$ cat src/rtl/int_ctrl_if.sv
// Fetch-side and control bundle of the interrupt controller.
// The slave modport is the controller; the master modport is whoever drives it.
interface int_ctrl_if #(
  parameter int NUM_INT = 16
);
  logic [NUM_INT-1:0] int_req;
  logic               gie;
  logic               en_wr;
  logic [NUM_INT-1:0] en_din;
  logic [NUM_INT-1:0] pend_clr;
  logic               stall;
  logic               set_pc;
  logic               int_done;
  logic               halt;
  logic               jal_req;
  logic [15:0]        int_srv_num;
  logic               idle;
  logic               int_active;
  logic [3:0]         act_num;
  logic [NUM_INT-1:0] pend;
  logic [NUM_INT-1:0] en;

  modport slave (
    input  int_req, gie, en_wr, en_din, pend_clr, stall, set_pc, int_done, halt,
    output jal_req, int_srv_num, idle, int_active, act_num, pend, en
  );

  modport master (
    output int_req, gie, en_wr, en_din, pend_clr, stall, set_pc, int_done, halt,
    input  jal_req, int_srv_num, idle, int_active, act_num, pend, en
  );
endinterface

$ cat src/rtl/int_ctrl.sv
// Prioritised vectored interrupt controller feeding the fetch stage with a
// vector JAL request, plus the processor idle hold and its wake-up.
module int_ctrl #(
  parameter int          NUM_INT   = 16,
  parameter logic [15:0] VEC_BASE  = 16'h0100,
  parameter int          VEC_SHIFT = 2
) (
  input logic     clk,
  input logic     reset_b,
  int_ctrl_if.slave bus
);

  typedef enum logic [1:0] {IDLE_ST, REQ_ST, SRV_ST} state_t;

  state_t             state, state_nxt;
  logic [NUM_INT-1:0] s1, s2, s3;
  logic [NUM_INT-1:0] rise, cand, pend_q, en_q, pend_nxt, act_onehot, acc_clr;
  logic [3:0]         winner, act_q, act_nxt;
  logic [15:0]        srv_q, srv_nxt;
  logic               jal_q, jal_nxt, active_q, active_nxt, idle_q, idle_nxt;
  logic               any_cand, acc, pend_act;

  function automatic logic [3:0] lowest_idx(input logic [NUM_INT-1:0] v);
    logic [3:0] idx;
    idx = '0;
    for (int i = NUM_INT - 1; i >= 0; i--) begin
      if (v[i]) idx = 4'(i);
    end
    return idx;
  endfunction

  function automatic logic [15:0] vec_num(input logic [3:0] idx);
    logic [15:0] off;
    off = 16'(idx) << VEC_SHIFT;
    return VEC_BASE + off;
  endfunction

  // Edge detection and candidate selection
  always_comb begin
    rise     = s2 & ~s3;
    cand     = pend_q & en_q;
    any_cand = |cand;
    winner   = lowest_idx(cand);
    acc      = jal_q & ~bus.stall & ~bus.set_pc;
    for (int i = 0; i < NUM_INT; i++) begin
      act_onehot[i] = (act_q == 4'(i));
    end
    pend_act = |(pend_q & act_onehot);
    acc_clr  = acc ? act_onehot : '0;
    // A fresh edge wins over any clear in the same cycle
    pend_nxt = (pend_q & ~(bus.pend_clr | acc_clr)) | rise;
    idle_nxt = bus.halt & ~(bus.gie & any_cand) & (state != REQ_ST);
  end

  always_comb begin
    state_nxt  = state;
    jal_nxt    = jal_q;
    act_nxt    = act_q;
    srv_nxt    = srv_q;
    active_nxt = active_q;
    case (state)
      IDLE_ST: begin
        if (bus.gie && any_cand) begin
          state_nxt = REQ_ST;
          jal_nxt   = 1'b1;
          act_nxt   = winner;
          srv_nxt   = vec_num(winner);
        end
      end
      REQ_ST: begin
        // Fetch has consumed the JAL once acc is seen, so it takes precedence
        if (acc) begin
          state_nxt  = SRV_ST;
          jal_nxt    = 1'b0;
          active_nxt = 1'b1;
        end else if (!bus.gie || !pend_act) begin
          state_nxt = IDLE_ST;
          jal_nxt   = 1'b0;
        end
      end
      SRV_ST: begin
        if (bus.int_done) begin
          state_nxt  = IDLE_ST;
          active_nxt = 1'b0;
        end
      end
      default: state_nxt = IDLE_ST;
    endcase
  end

  always_ff @(posedge clk or negedge reset_b) begin
    if (!reset_b) begin
      state    <= IDLE_ST;
      s1       <= '0;
      s2       <= '0;
      s3       <= '0;
      pend_q   <= '0;
      en_q     <= '0;
      jal_q    <= 1'b0;
      act_q    <= '0;
      srv_q    <= '0;
      active_q <= 1'b0;
      idle_q   <= 1'b0;
    end else begin
      state    <= state_nxt;
      s1       <= bus.int_req;
      s2       <= s1;
      s3       <= s2;
      pend_q   <= pend_nxt;
      if (bus.en_wr) en_q <= bus.en_din;
      jal_q    <= jal_nxt;
      act_q    <= act_nxt;
      srv_q    <= srv_nxt;
      active_q <= active_nxt;
      idle_q   <= idle_nxt;
    end
  end

  assign bus.jal_req     = jal_q;
  assign bus.int_srv_num = srv_q;
  assign bus.idle        = idle_q;
  assign bus.int_active  = active_q;
  assign bus.act_num     = act_q;
  assign bus.pend        = pend_q;
  assign bus.en          = en_q;

endmodule
$ cat src/flat_wrapper.sv
// flat-port wrapper written by rule: the top's interface ports become plain ports
module int_ctrl_flat 
#(
  parameter int          NUM_INT   = 16,
  parameter logic [15:0] VEC_BASE  = 16'h0100,
  parameter int          VEC_SHIFT = 2
)
  (clk, reset_b, bus_int_req, bus_gie, bus_en_wr, bus_en_din, bus_pend_clr, bus_stall, bus_set_pc, bus_int_done, bus_halt, bus_jal_req, bus_int_srv_num, bus_idle, bus_int_active, bus_act_num, bus_pend, bus_en);
  int_ctrl_if #(.NUM_INT(NUM_INT)) bus_i ();
  input logic clk;
  input logic reset_b;
  input wire logic [$bits(bus_i.int_req)-1:0] bus_int_req;
  input wire logic [$bits(bus_i.gie)-1:0] bus_gie;
  input wire logic [$bits(bus_i.en_wr)-1:0] bus_en_wr;
  input wire logic [$bits(bus_i.en_din)-1:0] bus_en_din;
  input wire logic [$bits(bus_i.pend_clr)-1:0] bus_pend_clr;
  input wire logic [$bits(bus_i.stall)-1:0] bus_stall;
  input wire logic [$bits(bus_i.set_pc)-1:0] bus_set_pc;
  input wire logic [$bits(bus_i.int_done)-1:0] bus_int_done;
  input wire logic [$bits(bus_i.halt)-1:0] bus_halt;
  output wire logic [$bits(bus_i.jal_req)-1:0] bus_jal_req;
  output wire logic [$bits(bus_i.int_srv_num)-1:0] bus_int_srv_num;
  output wire logic [$bits(bus_i.idle)-1:0] bus_idle;
  output wire logic [$bits(bus_i.int_active)-1:0] bus_int_active;
  output wire logic [$bits(bus_i.act_num)-1:0] bus_act_num;
  output wire logic [$bits(bus_i.pend)-1:0] bus_pend;
  output wire logic [$bits(bus_i.en)-1:0] bus_en;
  assign bus_i.int_req = bus_int_req;
  assign bus_i.gie = bus_gie;
  assign bus_i.en_wr = bus_en_wr;
  assign bus_i.en_din = bus_en_din;
  assign bus_i.pend_clr = bus_pend_clr;
  assign bus_i.stall = bus_stall;
  assign bus_i.set_pc = bus_set_pc;
  assign bus_i.int_done = bus_int_done;
  assign bus_i.halt = bus_halt;
  assign bus_jal_req = bus_i.jal_req;
  assign bus_int_srv_num = bus_i.int_srv_num;
  assign bus_idle = bus_i.idle;
  assign bus_int_active = bus_i.int_active;
  assign bus_act_num = bus_i.act_num;
  assign bus_pend = bus_i.pend;
  assign bus_en = bus_i.en;
  int_ctrl #(.NUM_INT(NUM_INT), .VEC_BASE(VEC_BASE), .VEC_SHIFT(VEC_SHIFT)) u_core (.clk(clk), .reset_b(reset_b), .bus(bus_i));
endmodule
$ cat config.mk
export PLATFORM = sky130hd
export DESIGN_NAME = int_ctrl_flat
export DESIGN_NICKNAME = d
export VERILOG_FILES = /design/src/rtl/int_ctrl_if.sv /design/src/rtl/int_ctrl.sv /design/src/flat_wrapper.sv
export SDC_FILE = /design/constraint.sdc
export NUM_CORES = 1
export LEC_CHECK = 0
export ABC_AREA = 0
export CORE_ASPECT_RATIO = 1.25
export CORE_MARGIN = 2
export CORE_UTILIZATION = 42
export CTS_BUF_LIST = sky130_fd_sc_hd__clkbuf_16
export CTS_CLUSTER_SIZE = 40
export DETAILED_ROUTE_END_ITERATION = 10
export PLACE_DENSITY = 0.84
export RECOVER_POWER = 25
export SLEW_MARGIN = 20
export SYNTH_ARGS = -nofsm -noshare
export SYNTH_HDL_FRONTEND = slang
export SYNTH_SLANG_ARGS = --single-unit
$ cat constraint.sdc
create_clock -name clk -period 1.3 [get_ports clk]
set_input_delay 0.26 -clock clk [delete_from_list [all_inputs] [get_ports clk]]
set_output_delay 0.26 -clock clk [all_outputs]
set_load 0.02 [all_outputs]
; ---- After elaboration in Yosys (flattened, before gate mapping)
; Index checks and enable logic that the tools add are counted.
; W data, S select, Z words.
[totals]
regBits = 105
latch_bits = 0
mem_bits_rw = 0
rom_bits = 0
inputBits = 56
out_inout_bits = 55
elab_cells = 93
memories = 0
[classes]
n_addsub = 1
mul = 0
n_div = 0
n_lt_le_gt_ge = 0
n_eq_ne = 22
shift = 0
muxes = 29
bitwise_logic = 16
reduce_logical = 14
[ops]
columns = cell, count
row1 = $and A16 B16 Y16, 4
row2 = $mux W4, 16
row3 = $eq A4 B4 Y1 const B, 8
row4 = $not A16 Y16, 2
row5 = $or A16 B16 Y16, 2
row6 = $reduce_or A16 Y1, 2
row7 = $eq A4 B3 Y1 const B, 4
row8 = $mux W16, 1
row9 = $add A9 B6 Y10 const A, 1
row10 = $reduce_and A3 Y1, 3
row11 = $eq A4 B2 Y1 const B, 2
row12 = $mux W2, 4
row13 = $ne A2 B1 Y1 const B, 3
row14 = $pmux W2 S3, 1
row15 = $and A1 B1 Y1, 5
row16 = $mux W1, 5
row17 = $eq A4 B1 Y1 const B, 1
row18 = $logic_not A4 Y1, 1
row19 = $pmux W1 S2, 2
row20 = $reduce_bool A2 Y1, 2
row21 = $ne A3 B1 Y1 const B, 1
row22 = $not A1 Y1, 3
row23 = $eq A2 B1 Y1 const B, 1
row24 = $eq A2 B2 Y1 const B, 1
row25 = 6 further kinds, 7

; ---- Logic depth before layout (Yosys ltp)
[logic_depth]
ltp_word = 18
mapped_depth = 7
ltp_nobuf = 5

; ---- Least setup slack after synthesis
; OpenSTA, ideal clock, no wires.
[synth_timing]
kind = flip-flop to flip-flop
from = register u_core.bus.int_srv_num[5] (netlist name)
to = register u_core.jal_q (netlist: u_core.bus.jal_req)
setup_time_ns = 0.145
arrival_time_ns = 1.494
t_required_ns = 1.155
slack_ns = -0.339
stages_incl_launch_ff = 7
path_buffers = 1
synth_period_minus_slack_ns = 1.639
cell_sequence = dfrtp_1 buf_6 mux2i_1 nor2b_1 mux4_2 o21ai_2 o211ai_1
[synth_rtl]
columns = element, line_no
row1 = "end signal, assigned", int_ctrl.sv:111  ; jal_q <= jal_nxt;
row2 = "end, declared", int_ctrl.sv:20  ; logic jal_q, jal_nxt, active_q, active_nxt, idle_q, idle_nxt;

==> results.cfg <==
[clock_tree]
tritoncts = done
clk_transition_reported_paths_ns = 0.06
cts.root.buffer_cell = clkbuf_16
clock_latency_ns = 0.34
cts_max_path_buffers = 2
cts_bufs_inserted = 9
cts-htree-levels = 3
cts.sinks = 90

[run_status]
failing_checks = negative setup slack
status = finished with violations

[synth]
post_synth_xor_area_fraction_pct = 0
synth_largest_type_area_fraction_pct = 62.9
synth_commonest_cells = dfrtp_1, o21ai_0, nand2_1
synth-warning-count = 0
sequential_fraction_of_the_synthesis_area_pct = 62.9
synth_seq_cells = 90
post_synth_main_area_contributors = dfrtp_1, mux2_2, o21ai_0
synthAdderAreaFrac_pct = 0
dominant_combinational_cell_family_by_area_after_synthesis = compound AO/OA/AOI/OAI gates
number_of_enable_type_register_cells_in_the_synthesized_netlist = 0
synth_async_sr_flop_share_pct = 100
synthCells = 292
synth.lib_cells_used.distinct = 43
post_synth_and_or_nand_nor_area_fraction_pct = 11.9
avgSynthCellArea_um2 = 12.3
synthesized_area_fraction_occupied_by_ao_oa_aoi_and_oai_cells_pct = 12.2
synth.mux.area_fraction_pct = 6.57
cell_with_the_most_instances_after_synthesis = dfrtp_1
ys.flop_type = dfrtp_1
synthesis.area_um2 = 3580
netlist.top_cell.by_area = dfrtp_1

[place]
gp_congestion = 0.875
numPortBuffers = 99
place_worst_setup_slack_ns = -0.537
dpl.hpwl_mm = 7.21

[critical_path]
worstSetupPathDepth = 6
crit_path_arrival_time_ns = 1.90
cp_max_fo = 5
critical_path.startpoint_type = flop
slowest_stage = mux4_2
rr_startpoint = u_core.bus.int_srv_num[5]
critPathBufInv = 1
critical_path.max_stage_delay_ns = 0.47
cp_data_required_time_ns = 1.52
critical_path.cell_chain = buf_6 -> mux2i_2 -> nor2b_1 -> mux4_2 -> o21ai_2 -> o211ai_1
worst-setup-path-type = reg -> reg
ff2ff_path_depth = 6
worst_path_dominant_cell_family = multiplexers
end_kind = flop
worst_setup_path_startpoint = u_core.bus.int_srv_num[5]

[finish]
layout-drive-gt1-share_pct = 44.2
synthToLayoutAreaGrowth_pct = 63.8
final_nets = 533
num_antenna_cells = 0

[timing]
finalSetupViolCount = 31
rsz_0062_raised_after_global_routing = true
final_max_slew_viol_count = 0
tns_ns = -4.94
final_period_minus_worst_setup_slack_ns = 1.68
report.final.hold_viol_count = 0
timing.final.ws_setup_ns = -0.384
final.setup_skew_ns = 0.00472
max_freq_ghz = 0.594
finalCritPeriodShare_pct = 130

[routing]
detail_route.vias_per_cell = 5.46
postRouteAntennaNets = 0
wl_per_cell_um = 19.5
drt_iter0_drc = 303
drt_drc_violations_left = 0
via_count = 3164
drt_wl_total_mm = 11.3
drtPass1Iterations = 5

[die]
dieHeight_um = 107
floorplan.die_area_um2 = 9290
initial_core_util_pct = 43.5
placementRows = 37
floorplan.core_area_um2 = 8240
chipWidth_um = 86.6
io_pins = 111

[global_route]
antenna_found_initial = 0
wire_length_of_the_first_global_routing_pass_mm = 17.5
via_count_of_the_first_global_routing_pass = 3448
overflow = 0
grt_max_degree = 29
grt.total_usage_pct = 25.4

[worst_hold_path]
timing.hold.worst.class = in -> async

[pwr]
power-per-cell-area_nw_per_um2 = 1630
power.total_mw = 9.59
p_leak_nw = 2.65
vdd.ir_drop.worst_mv = 0.834

[job]
max_cap_viol_count = 0
-- worst register-to-register path, cell delays in order, from the launching register on --
cell	delay (ns)
dfrtp_2	0.43
buf_6	0.14
mux2i_2	0.18
nor2b_1	0.07
mux4_2	0.47
o21ai_2	0.17
o211ai_1	0.10
-- where the power goes --
part | total, mW | switching (mW) | internal [mW]
Combinational | 3.82 | 1.83 | 1.98
Clock | 2.41 | 1.10 | 1.30
Sequential | 3.36 | 0.258 | 3.10
-- sequential cells by signal, summed over array words and instances, names as in the netlist --
signal and cells:
u_core.s3 16, u_core.bus.jal_req 1, u_core.state 2, u_core.bus.idle 1, u_core.bus.int_active 1, u_core.bus.en 16, u_core.s2 16, u_core.bus.pend 16
u_core.s1 16, u_core.bus.int_srv_num 2, u_core.bus.act_num 3
-- per-stage QoR --
| step | hold slack, ns | util, % | instance area (um2) | std cells |
|---|---|---|---|---|
| 2_1_floorplan | -0.0356 | - | 3640 | 302 |
| 3_3_place_gp | 0.173 | 62.3 | 5130 | 540 |
| 3_5_place_dp | 0.182 | 62.3 | 5130 | 540 |
| 4_1_cts | 0.346 | 69.3 | 5710 | 576 |
| 5_1_grt | 0.355 | 71.2 | 5870 | 579 |
| 6_report | 0.347 | 71.2 | 5870 | 579 |
-- layout make-up --
cell class / instances / area (um2)
flip-flops and latches: 90 / 2270
clock inverters: 7 / 52.6
multi-input cells: 170 / 1240
fillers: 527 / 2370
inverters: 20 / 75.1
repair buffers: 186 / 1870
clock buffers: 9 / 225
well taps: 97 / 121
-- kinds of logic after synthesis --
logic type / count (synthesis)
buf+inv: 42
compound gates: 64
mux: 20
simple gates: 75
other cells: 1
flops: 90
-- layout by cell type (no fill, tap or decap), drive strengths merged, types with 2 or more instances in the layout --
cell	instances
buf	128
dfrtp	90
clkdlybuf4s50	36
o21ai	33
nand2	28
inv	23
mux2	18
dlygate4sd3	17
conb	11
nand3b	10
nor2b	9
clkbuf	9
a22oi	9
nand3	6
nand2b	5
nor2	4
a32oi	3
clkinvlp	3
dlygate4sd2	3
and3	3
nor3b	3
a21oi	3
nand4	2
o211ai	2
a22o	2
a21boi	2
o31ai	2
o311ai	2
a31oi	2
clkdlybuf4s15	2
-- routing by layer --
| metal | track usage, % | wire length [um] | vias to the layer above |
|---|---|---|---|
| li1 | - | - | 1365 |
| met1 | 26.7 | 3910 | 1548 |
| met2 | 44.8 | 6080 | 203 |
| met3 | 6.98 | 838 | 48 |
| met4 | 14.5 | 472 | 0 |
| met5 | 0 | 0 | - |
-- repair_timing --
action	CTS	global route
setup buffers	20	15
pin swaps	39	11
gates resized for setup	302	53
hold buffers	1	0
cloned	1	0
hold endpoints to repair	18	0
setup endpoints to repair	68	63
-- path summary, 6_finish.rpt --
check / end / slack, ns
max: u_core.bus.jal_req / -0.38
min: u_core.s1[3] / 0.35
min in group clk: u_core.s2[2] / 0.35
min reg2reg: u_core.s2[2] / 0.35
max in group asynchronous: u_core.bus.pend[8] / 0.49
max reg2reg: u_core.bus.jal_req / -0.38
Power figures use the tool's default switching activity.
